==> src/rtl/led_arbiter_if.sv <==
// LED bank arbitration bus: requests, release strobes and patterns go in;
// grant, LED drive and status come out.
interface led_arbiter_if;
    logic [2:0]  req;
    logic [2:0]  rel;
    logic [17:0] pattern_in;
    logic [2:0]  gnt;
    logic [5:0]  led;
    logic        busy;
    logic        timeout;

    modport master (output req, rel, pattern_in, input gnt, led, busy, timeout);
    modport slave  (input req, rel, pattern_in, output gnt, led, busy, timeout);
endinterface

==> src/rtl/led_arbiter.sv <==
// Three-requester round-robin arbiter for a shared 6-bit LED bank.
// Ownership is held for at least MIN_HOLD ticks and is forcibly revoked
// after MAX_HOLD ticks. A one-cycle dark gap separates owners.
module led_arbiter #(
    parameter int TICK_DIV = 27000,
    parameter int MIN_HOLD = 100,
    parameter int MAX_HOLD = 2000
) (
    input  logic         clk,
    input  logic         rst_n,
    led_arbiter_if.slave bus
);
    typedef enum logic [1:0] {IDLE, OWNED, GAP} state_t;

    localparam int PW = (TICK_DIV > 1) ? $clog2(TICK_DIV) : 1;

    state_t          state_q, state_d;
    logic [1:0]      owner_q, owner_d;
    logic [1:0]      last_q, last_d;
    logic [PW-1:0]   presc_q, presc_d;
    logic [15:0]     hold_q, hold_d;
    logic            relq_q, relq_d;
    logic            rdy_q;
    logic [2:0]      gnt_q, gnt_d;
    logic [5:0]      led_q, led_d;
    logic            to_q, to_d;

    logic [2:0]      own_mask;
    logic            own_rel;
    logic            rel_pend;
    logic            tick;
    logic            forced;
    logic            vol;
    logic [1:0]      win;
    logic [5:0]      slice;
    logic [1:0]      ord_a, ord_b, ord_c;

    assign own_mask = 3'b001 << owner_q;
    // Owner wants out if it strobes rel or drops its req.
    assign own_rel  = (|(bus.rel & own_mask)) | ~(|(bus.req & own_mask));
    assign rel_pend = relq_q | own_rel;
    assign tick     = (presc_q == PW'(TICK_DIV - 1));
    // Forced release fires on the edge where hold_cnt would reach MAX_HOLD.
    assign forced   = tick && (hold_q >= 16'(MAX_HOLD - 1));
    assign vol      = rel_pend && (hold_q >= 16'(MIN_HOLD));

    // Round-robin search order, starting just after the previous owner.
    always_comb begin
        ord_a = 2'd0;
        ord_b = 2'd1;
        ord_c = 2'd2;
        case (last_q)
            2'd0:    begin ord_a = 2'd1; ord_b = 2'd2; ord_c = 2'd0; end
            2'd1:    begin ord_a = 2'd2; ord_b = 2'd0; ord_c = 2'd1; end
            default: begin ord_a = 2'd0; ord_b = 2'd1; ord_c = 2'd2; end
        endcase
        if (bus.req[ord_a])      win = ord_a;
        else if (bus.req[ord_b]) win = ord_b;
        else                     win = ord_c;
    end

    // Owner's pattern slice, passed straight through to led next cycle.
    always_comb begin
        case (owner_q)
            2'd0:    slice = bus.pattern_in[5:0];
            2'd1:    slice = bus.pattern_in[11:6];
            default: slice = bus.pattern_in[17:12];
        endcase
    end

    // Next-state and registered-output logic.
    always_comb begin
        state_d = state_q;
        owner_d = owner_q;
        last_d  = last_q;
        presc_d = presc_q;
        hold_d  = hold_q;
        relq_d  = relq_q;
        gnt_d   = 3'b000;
        led_d   = 6'b000000;
        to_d    = 1'b0;
        case (state_q)
            IDLE, GAP: begin
                // GAP already holds the updated last owner, so it arbitrates
                // directly; this keeps the dark interval to a single cycle.
                state_d = IDLE;
                if (rdy_q && (|bus.req)) begin
                    state_d = OWNED;
                    owner_d = win;
                    gnt_d   = 3'b001 << win;
                    presc_d = '0;
                    hold_d  = '0;
                    relq_d  = 1'b0;
                end
            end
            OWNED: begin
                if (forced || vol) begin
                    state_d = GAP;
                    last_d  = owner_q;
                    to_d    = forced;
                    relq_d  = 1'b0;
                end else begin
                    gnt_d  = gnt_q;
                    led_d  = slice;
                    relq_d = rel_pend;
                    if (tick) begin
                        presc_d = '0;
                        hold_d  = (hold_q == 16'hFFFF) ? hold_q : hold_q + 16'd1;
                    end else begin
                        presc_d = presc_q + PW'(1);
                    end
                end
            end
            default: state_d = IDLE;
        endcase
    end

    // State and output registers, all cleared asynchronously.
    always_ff @(posedge clk or negedge rst_n) begin
        if (!rst_n) begin
            state_q <= IDLE;
            owner_q <= 2'd0;
            last_q  <= 2'd2;
            presc_q <= '0;
            hold_q  <= '0;
            relq_q  <= 1'b0;
            gnt_q   <= 3'b000;
            led_q   <= 6'b000000;
            to_q    <= 1'b0;
        end else begin
            state_q <= state_d;
            owner_q <= owner_d;
            last_q  <= last_d;
            presc_q <= presc_d;
            hold_q  <= hold_d;
            relq_q  <= relq_d;
            gnt_q   <= gnt_d;
            led_q   <= led_d;
            to_q    <= to_d;
        end
    end

    // Blocks grants on the first edge after reset release.
    always_ff @(posedge clk or negedge rst_n) begin
        if (!rst_n) rdy_q <= 1'b0;
        else        rdy_q <= 1'b1;
    end

    assign bus.gnt     = gnt_q;
    assign bus.led     = led_q;
    assign bus.busy    = |gnt_q;
    assign bus.timeout = to_q;
endmodule

==> src/flat_wrapper.sv <==
// flat-port wrapper written by rule: the top's interface ports become plain ports
module led_arbiter_flat 
#(
    parameter int TICK_DIV = 27000,
    parameter int MIN_HOLD = 100,
    parameter int MAX_HOLD = 2000
)
  (clk, rst_n, bus_req, bus_rel, bus_pattern_in, bus_gnt, bus_led, bus_busy, bus_timeout);
  led_arbiter_if bus_i ();
  input  logic clk;
  input  logic rst_n;
  input wire logic [$bits(bus_i.req)-1:0] bus_req;
  input wire logic [$bits(bus_i.rel)-1:0] bus_rel;
  input wire logic [$bits(bus_i.pattern_in)-1:0] bus_pattern_in;
  output wire logic [$bits(bus_i.gnt)-1:0] bus_gnt;
  output wire logic [$bits(bus_i.led)-1:0] bus_led;
  output wire logic [$bits(bus_i.busy)-1:0] bus_busy;
  output wire logic [$bits(bus_i.timeout)-1:0] bus_timeout;
  assign bus_i.req = bus_req;
  assign bus_i.rel = bus_rel;
  assign bus_i.pattern_in = bus_pattern_in;
  assign bus_gnt = bus_i.gnt;
  assign bus_led = bus_i.led;
  assign bus_busy = bus_i.busy;
  assign bus_timeout = bus_i.timeout;
  led_arbiter #(.TICK_DIV(TICK_DIV), .MIN_HOLD(MIN_HOLD), .MAX_HOLD(MAX_HOLD)) u_core (.clk(clk), .rst_n(rst_n), .bus(bus_i));
endmodule
==> config.mk <==
export PLATFORM = sky130hd
export DESIGN_NAME = led_arbiter_flat
export DESIGN_NICKNAME = d
export VERILOG_FILES = /design/src/rtl/led_arbiter_if.sv /design/src/rtl/led_arbiter.sv /design/src/flat_wrapper.sv
export SDC_FILE = /design/constraint.sdc
export NUM_CORES = 1
export LEC_CHECK = 0
export ABC_CLOCK_PERIOD_IN_PS = 3400
export CELL_PAD_IN_SITES_DETAIL_PLACEMENT = 1
export CELL_PAD_IN_SITES_GLOBAL_PLACEMENT = 1
export CORE_MARGIN = 1.5
export CORE_UTILIZATION = 42
export DETAILED_ROUTE_END_ITERATION = 10
export PLACE_DENSITY = 0.87
export SKIP_CTS_REPAIR_TIMING = 1
export SYNTH_ARGS = -nofsm -noshare
export SYNTH_HDL_FRONTEND = slang
export SYNTH_SLANG_ARGS = --single-unit
==> constraint.sdc <==
create_clock -name clk -period 3.4 [get_ports clk]
set_input_delay 0.68 -clock clk [delete_from_list [all_inputs] [get_ports clk]]
set_output_delay 0.68 -clock clk [all_outputs]
set_load 0.01 [all_outputs]
* After elaboration in Yosys (flattened, before gate mapping)
Cells that the tools add are included.
** Word-level totals
- Flip-flop bits (word level) :: 49
- Bits of input ports :: 26
- Output and inout port bits :: 11
** Operators by class
- Add/subtract/negate cells :: 2
- Magnitude comparators :: 4
- Equal/unequal tests :: 11
- Shift operators :: 2
- Muxes and demuxes :: 32
- Bitwise logic cells :: 5
- Reductions and logical operators :: 18
** Operators with widths (number)
- $mux W16 :: 4
- $mux W15 :: 3
- $pmux W16 S2 :: 1
- $pmux W15 S2 :: 1
- $add A16 B1 Y16 const B :: 1
- $eq A16 B16 Y1 const B :: 1
- $ge A16 B11 Y1 const B :: 1
- $ge A16 B7 Y1 const B :: 1
- $pmux W2 S2 :: 4
- $add A15 B1 Y15 const B :: 1
- $eq A15 B15 Y1 const B :: 1
- $mux W6 :: 2
- $pmux W6 S2 :: 1
- $reduce_or A3 Y1 :: 4
- $mux W1 :: 7
- $and A3 B3 Y3 :: 2
- $eq A2 B1 Y1 const B :: 3
- $logic_not A2 Y1 :: 3
- $lt A2 B3 Y1 const B :: 2
- $mux W2 :: 3
- $mux W3 :: 2
- $ne A2 B1 Y1 const B :: 3
- $pmux W3 S2 :: 1
- $reduce_and A2 Y1 :: 3
- other kinds (13) :: 19

* Depth between registers and ports, before layout
Gate-level depths: netlist of run 1.
- Word-level depth :: 10
- Mapped depth :: 10

* Worst setup path before layout of run 1
OpenSTA, ideal clock, no wires.
- Path kind :: flip-flop to flip-flop
- Start point :: reg u_core.hold_q[0]
- End point :: reg u_core.hold_q[7]
- Data arrival time :: 2.281 ns
- Data required time :: 3.322 ns
- Path slack :: 1.041 ns
- Stages on the path, launching flop included :: 10
- Path buffers :: 2
- Clock period less this slack :: 2.359 ns
- Path through :: dfrtp_1 > ha_1 > and3_1 > buf_2 > o311a_1 > o31ai_4 > a31oi_4 > buf_6 > or3_1 > a21oi_1
** Between the ends
- Word-level cells in the longest chain between the ends :: 5
- Elaborated cells on any way between the ends :: 14
** Ends and longest elaborated chain
- from (decl) :: line led_arbiter.sv:21 : logic [15:0] hold_q, hold_d;
- from (signal assigned) :: line led_arbiter.sv:135 : hold_q <= hold_d;
- $add A16 B1 Y16, or another cell as far along :: line led_arbiter.sv:108 : hold_d = (hold_q == 16'hFFFF) ? hold_q : hold_q + 16'd1;
- $mux W16, or another cell as far along :: line led_arbiter.sv:108
- $mux W16 or $logic_or A1 B1 Y1 (tied branches) :: line led_arbiter.sv:106, led_arbiter.sv:97
- $mux W16 or $ne A2 B2 Y1 (tied branches)
- $pmux W16 S2 or $reduce_and A5 Y1 (tied branches)
Parallel ways exist; a longest one is shown, timed or not. The select of a mux whose other input is x is not followed.
A chain may end at the register's enable or synchronous reset.

* Worst setup path after layout of run 1
- Start point :: reg u_core.hold_q[0]
- End point :: reg u_core.presc_q[8]
** Between the ends
- Word-level cells in the longest chain between the ends :: 5
- Elaborated cells on any way between the ends :: 7
** Ends and longest elaborated chain
- $ge A16 B11 Y1 or $ge A16 B7 Y1 (tied branches) :: line led_arbiter.sv:44, led_arbiter.sv:45
- $logic_and A1 B1 Y1, on equally long branches :: line led_arbiter.sv:44, led_arbiter.sv:45
- $logic_or A1 B1 Y1 * :: line led_arbiter.sv:97 : if (forced || vol) begin
- $ne A2 B2 Y1 (no source line) *
- $reduce_and A3 Y1 (no source line) *
- to (signal assigned) :: line led_arbiter.sv:134 : presc_q <= presc_d;
- to (decl) :: line led_arbiter.sv:20 : logic [PW-1:0] presc_q, presc_d;
Every way passes the cells marked *; elsewhere a longest branch is shown, timed or not.

==> results.md, run 1 <==
* detailed-route DRC error count: 0
* Worst VDD drop: 525 µV
* Setup crit start kind: flip-flop
* cell types occupying the most area after synthesis: dfrtp_1, nor2_1, mux2i_1
* number of port buffers: 36
* mean post-synth cell area: 9.50 µm²
* io pins: 37
* Area Overhead vs Synth: 18.2%
* Tightest Hold Check Type: in -> async
* number of cells in the design after placement: 385
* Yosys reg bits: 49
* Die X-Extent: 82.9 µm
* WL final: 7230 µm
* Power Density: 682 nW/µm²
* post-DR vias/cell: 5.96
* Crit Path Max Fanout: 26
* post-DP HPWL: 5270 µm
* Critical Setup Path Class: reg -> reg
* crit end category: flip-flop
* count of buffer and inverter cells on the critical path: 1
* Fmax achieved: 0.352 GHz
* Die Height: 82.9 µm
* number of unique standard cell types used by synthesis: 52
* clock tree skew after final layout: 0.00425 ns
* share of the cycle needed by the critical path after routing: 83.6%
* fillcell total: 688
* Yosys Warn Count: 0
* combinational power share: 41.7%
* cell at the root of the clock tree: clkbuf_8
* clock slew at reported path FFs: 0.09 ns
* most common library cell in the layout ignoring fill and taps: dfrtp_1
* final-stage net count: 346
* Final setup violation count: 0
* minimum clock period: 2.84 ns
* LEAKAGE: 1.38 nW
* fraction of registers with async set/reset: 100%
* measured slew at the worst slew-check pin: 0.809 ns
* share of post-route cells with drive strength above 1: 8.20%
* switching power: 0.882 mW
* max-cap violations: 0
* result of the run: completed
* number of vias in the routed layout: 2,337
* CTS Buf Count: 5
* Routed wire per std cell: 18.4 µm
* number of antenna violations at the first check in global routing: 0
* share of the yosys chip area belonging to registers: 45.8%
* RSZ-0062 raised after global routing: false
* sequential share of power: 42.1%
* Initial Util: 44.5%
* Rows: 28
* synthesized cell area: 2680 µm²
* # clock sinks: 49
* final RePlAce weighted congestion: 0.819
* setup slack, reg-to-reg: 0.56 ns
* crit-path max cell delay: 0.53 ns
* Critical-path top delay cell: or4_1
* die area: 6870 µm²
* data arrival time of the critical path: 3.08 ns
* CORE AREA: 6030 µm²
* kind of cell adding the most delay to the critical path: simple AND/OR/NAND/NOR gates
* worst slew margin relative to its limit: 46.1%
* top-area cell type share of the netlist area: 44.8%
* synthesized instance count: 282
* TritonCTS clock tree: yes
* Pint: 1.28 mW
* ordered cell list for the critical path: ha_1 > and3_1 > o311a_1 > o31ai_4 > a31oi_4 > buf_4 > or4_1 > nand3_1
* Layout Cells excl Fill: 392
* buffer depth of the longest clock path: 2
* largest net degree at the start of global routing: 37
* remaining antenna violation count after routing: 0
* hold violation count in the final report: 0
* Clock power frac: 16.2%
* H-tree depth reported by CTS: 2
* n_diodes: 0
* number of enable flip-flop cells after synthesis: 0
* dominant register cell in the synthesized netlist: dfrtp_1
* fraction of the core area covered by cells at the end of the flow: 52.6%
* first-pass GRT wire length: 12,400 µm
* Synthesized Nets: 311
* top library cells by usage in the layout, fill and taps aside: dfrtp_1, clkdlybuf4s50_1, nor2_1
* final count of pins violating max slew: 0
* drt first pass iters: 4
* via count of the first global-routing pass: 2,482
* insertion delay of the later-clocked pin in the worst-skew pair: 0.30 ns
* required time of the critical path: 3.64 ns
* library cell occupying the most area in the post-synthesis netlist: dfrtp_1
* switching share of power: 40.8%
* all-layer global routing usage: 22.1%
* violation count after the first detailed-route iteration: 80
* residual overflow from global routing: 0
* Final TNS setup: 0 ns
## through the flow
stage / instance area [µm²] / setup slack (ns) / hold WS, ns / total power, mW
6_report: 3170 / 0.558 / 0.465 / 2.16
5_1_grt: 3170 / 0.410 / 0.533 / 2.32
4_1_cts: 3170 / 0.575 / 0.500 / 2.17
3_5_place_dp: 3080 / 0.494 / 0.488 / 1.82
3_3_place_gp: 3080 / 0.573 / 0.480 / 1.77
2_1_floorplan: 2680 / 1.04 / 0.384 / 1.48
## sequential cells by signal, indices dropped and copies added (netlist names)
register            count
u_core.state_q          2
u_core.bus.gnt          3
u_core.owner_q          2
u_core.bus.timeout      1
u_core.relq_q           1
u_core.hold_q          16
u_core.last_q           2
u_core.bus.led          6
u_core.presc_q         15
u_core.rdy_q            1
## per-layer routing
metal  track usage (%)  vias to the layer above  routed length (µm)  part of all wire (%)
met5                 0                        -                   0                     0
met4              6.52                        0                  99                   1.4
met3              4.17                       12                 213                   2.9
met2              36.1                       40                3580                    49
met1              30.0                     1168                3340                    46
li1                  -                     1117                   -                     -
## cells by family after synthesis
logic type | synth area share [%]
buf+inv | 4.86
flops | 45.8
fa+ha+maj | 1.40
compound gates | 18.4
other cells | 0.140
mux | 4.58
simple gates | 24.8
## synth_stat cells (2+ instances only)
cell type	number
o22ai_1	3
o21ai_1	13
nand2b_1	3
nand4b_1	2
o21ai_0	10
dfrtp_1	48
nor2b_1	2
nand3_1	19
mux2i_1	10
or4_1	7
or3_1	4
clkbuf_1	4
nand4_1	9
buf_2	2
nor2_1	30
ha_1	3
inv_1	9
o31ai_1	8
nand3b_1	2
mux2_2	2
o41ai_1	3
and4_1	2
buf_1	2
a21o_1	2
nor4_4	2
and3_1	6
o311ai_1	2
nand2_1	23
and2_1	5
a31oi_1	2
buf_6	4
nor4_1	2
a21oi_1	15
o311a_1	3
buf_4	2
## layout make-up
cell class / instances / area [µm²] / share of cell area (%)
Clock buffer: 7 / 86.3 / 2.73
Inverter: 10 / 37.5 / 1.19
Multi-Input combinational cell: 209 / 1320 / 41.7
Sequential cell: 49 / 1230 / 38.8
Tap cell: 75 / 93.8 / 2.96
Timing Repair Buffer: 42 / 400 / 12.6
## power by group through the flow
| stage | logic (mW) | clock network, mW | registers (mW) |
|---|---|---|---|
| 2_1_floorplan | 0.629 | 0 | 0.853 |
| 3_3_place_gp | 0.864 | 0 | 0.903 |
| 3_5_place_dp | 0.902 | 0 | 0.915 |
| 4_1_cts | 0.906 | 0.361 | 0.906 |
| 5_1_grt | 1.00 | 0.382 | 0.936 |
| 6_report | 0.899 | 0.350 | 0.909 |
## worst paths after layout
check	from	endpoint	cells after the start
max in group asynchronous	rst_n	u_core.presc_q[4]	2
min	rst_n	u_core.bus.led[1]	1
max	u_core.hold_q[0]	u_core.presc_q[8]	8
min reg2reg	u_core.hold_q[10]	u_core.hold_q[10]	2
max reg2reg	u_core.hold_q[0]	u_core.presc_q[8]	8
min in group clk	u_core.hold_q[10]	u_core.hold_q[10]	2
Note: power is estimated with default switching activity, not from simulation.
==> run 2: changes to the inputs <==
--- a/config.mk
+++ b/config.mk
@@ -5,13 +5,13 @@
 export SDC_FILE = /design/constraint.sdc
 export NUM_CORES = 1
 export LEC_CHECK = 0
-export ABC_CLOCK_PERIOD_IN_PS = 3400
+export ABC_CLOCK_PERIOD_IN_PS = 2480
 export CELL_PAD_IN_SITES_DETAIL_PLACEMENT = 1
 export CELL_PAD_IN_SITES_GLOBAL_PLACEMENT = 1
 export CORE_MARGIN = 1.5
-export CORE_UTILIZATION = 42
+export CORE_UTILIZATION = 38
 export DETAILED_ROUTE_END_ITERATION = 10
-export PLACE_DENSITY = 0.87
+export PLACE_DENSITY = 0.84
 export SKIP_CTS_REPAIR_TIMING = 1
 export SYNTH_ARGS = -nofsm -noshare
 export SYNTH_HDL_FRONTEND = slang
==> constraint.sdc (replaced) <==
create_clock -name clk -period 2.48 [get_ports clk]
set_input_delay 0.496 -clock clk [delete_from_list [all_inputs] [get_ports clk]]
set_output_delay 0.496 -clock clk [all_outputs]
set_load 0.01 [all_outputs]
==> run 2 against run 1 <==
Worst hold slack worse by 0.25 ns. Combinational power rose by 86%. Wire length increased by 12%. Fmax increased by 16%. Die area is 10% higher. Via count grew 9.3%. Clock power is 43% higher. Critical endpoint is now u_core.presc_q[11]. Largest cell class unchanged. Highest routed layer unchanged.
==> results.md, run 2 (synthesis gave the netlist of run 1 again) <==
* result of the run: completed
* Die Height: 87.0 µm, +4.9%
* smallest hold slack: 0.216 ns, -0.249 ns
* Final TNS setup: 0 ns, unchanged
* Critical-path top delay cell: or4_1
* post-DP HPWL: 5800 µm, +10%
* Tightest Hold Check Type: in -> async
* insertion delay of the later-clocked pin in the worst-skew pair: 0.31 ns, about the same
* Rows: 30, +7.1%
* final-stage net count: 381, +10%
* via count of the first global-routing pass: 2,708, +9.1%
* Area Overhead vs Synth: 33.0%
* min setup slack post-route: 0.0366 ns, -0.521 ns
* number of port buffers: 36, unchanged
* max-cap violations: 0, unchanged
* Fmax achieved: 0.409 GHz, +16%
* largest net degree at the start of global routing: 31, -16%
* number of antenna violations at the first check in global routing: 0, unchanged
* register with the most flip-flops: u_core.hold_q
* max reg flops: 16, unchanged
* Routed wire per std cell: 18.0 µm, -2.2%
* remaining antenna violation count after routing: 0, unchanged
* data arrival time of the critical path: 2.68 ns, -0.40 ns
* most common library cell in the layout ignoring fill and taps: dfrtp_1
* first-pass GRT wire length: 12,900 µm, +3.9%
* number of vias in the routed layout: 2,555, +9.3%
* LEAKAGE: 1.59 nW, +15%
* io pins: 37, unchanged
* Setup crit start kind: flip-flop
* H-tree depth reported by CTS: 2, unchanged
* WL final: 8100 µm, +12%
* crit end category: flip-flop
* Post-Layout Inst Area: 3560 µm², +13%
* required time of the critical path: 2.72 ns, -0.92 ns
* setup slack at placement: -0.0448 ns, -0.539 ns
* minimum clock period: 2.44 ns, -0.399 ns
* clock tree skew after final layout: 0.00986 ns, +0.00561 ns
* measured slew at the worst slew-check pin: 0.669 ns, -0.139 ns
* Power Density: 936 nW/µm², +37%
* buffer depth of the longest clock path: 2, unchanged
* residual overflow from global routing: 0, unchanged
* hold violation count in the final report: 0, unchanged
* CORE AREA: 6790 µm², +13%
* Worst VDD drop: 506 µV, -3.7%
* violation count after the first detailed-route iteration: 138, +73%
* ordered cell list for the critical path: ha_2 > and3_4 > o311a_4 > o31ai_4 > a31oi_4 > buf_12 > or4_1 > nand3_1
* Critical Setup Path Class: reg -> reg
* cell at the root of the clock tree: clkbuf_8
* final RePlAce weighted congestion: 0.929, +13%
* Area after DPL: 3330 µm², +8.0%
* Die X-Extent: 87.0 µm, +4.9%
* n_diodes: 0, unchanged
* final count of pins violating max slew: 0, unchanged
* CTS Buf Count: 5, unchanged
* crit-path max cell delay: 0.49 ns, -0.04 ns
* clock slew at reported path FFs: 0.10 ns, about the same
* # clock sinks: 49, unchanged
* fillcell total: 781, +14%
* share of post-route cells with drive strength above 1: 20.7%, +12 points
* worst slew margin relative to its limit: 55.4%, +9.3 points
* top library cells by usage in the layout, fill and taps aside: dfrtp_1, buf_4, clkdlybuf4s50_1
* worst reg-to-reg path cell count: 8, unchanged
* all-layer global routing usage: 21.9%, -0.27 points
* share of the cycle needed by the critical path after routing: 98.5%, +15 points
* die area: 7560 µm², +10%
* TritonCTS clock tree: yes
* Initial Util: 39.4%, -5.0 points
* Final setup violation count: 0, unchanged
* drt first pass iters: 4, unchanged
* post-DR vias/cell: 5.69, -4.6%
* RSZ-0062 raised after global routing: true
* Crit Path Max Fanout: 8, -69%
* detailed-route DRC error count: 0, unchanged
## run 2: cell types whose count changed in the layout (fill, tap and decap cells not counted), sizes merged
cell,change
buf,+35
clkbuf,-1
clkinv,+2
## run 2: final cells by class
cell class,count,area [µm²],area share [%]
sequential,49,1230,34.4
tap,96,120,3.37
multi-input combinational,209,1390,39.1
clock inverter,2,13.8,0.386
timing repair buffer,77,689,19.3
clock buffer,6,82.6,2.32
inverter,10,37.5,1.05
## run 2: path summary, 6_finish.rpt
check,startpoint,to,slack (ns)
min in group clk,u_core.presc_q[14],u_core.presc_q[14],0.52
hold reg to reg,u_core.presc_q[14],u_core.presc_q[14],0.52
setup reg to reg,u_core.hold_q[0],u_core.presc_q[11],0.04
setup / recovery,u_core.hold_q[0],u_core.presc_q[11],0.04
hold / removal,rst_n,u_core.presc_q[5],0.22
max in group asynchronous,rst_n,u_core.last_q[1],1.58
## run 2: through the flow
stage,util (%),cells,power (mW)
2_1_floorplan,-,282,2.03
3_3_place_gp,49.0,432,2.63
3_5_place_dp,49.0,432,2.71
4_1_cts,50.4,440,3.23
5_1_grt,52.4,449,3.55
6_report,52.4,449,3.33
## run 2: critical path, delay by kind of cell (launching register included)
family / cells / cell delay, ns
AO/OA/AOI/OAI: 3 / 0.84
adder cells (fa/ha/maj): 1 / 0.19
buffers and inverters: 1 / 0.17
flip-flops: 1 / 0.41
AND/OR/NAND/NOR: 3 / 0.76
## run 2: where the power goes
| group | leakage, nW | switching, mW | total (mW) | internal, mW |
|---|---|---|---|---|
| registers | 0.643 | 0.165 | 1.16 | 0.996 |
| logic | 0.891 | 0.879 | 1.67 | 0.792 |
| clock network | 0.0512 | 0.275 | 0.502 | 0.227 |
| total | 1.59 | 1.32 | 3.33 | 2.01 |
## run 2: routing by layer
metal  GRT usage (%)  share of wire (%)
met1            26.5                 43
met4            7.77                1.5
met5               0                  0
met2            38.8                 52
met3            3.70                3.5
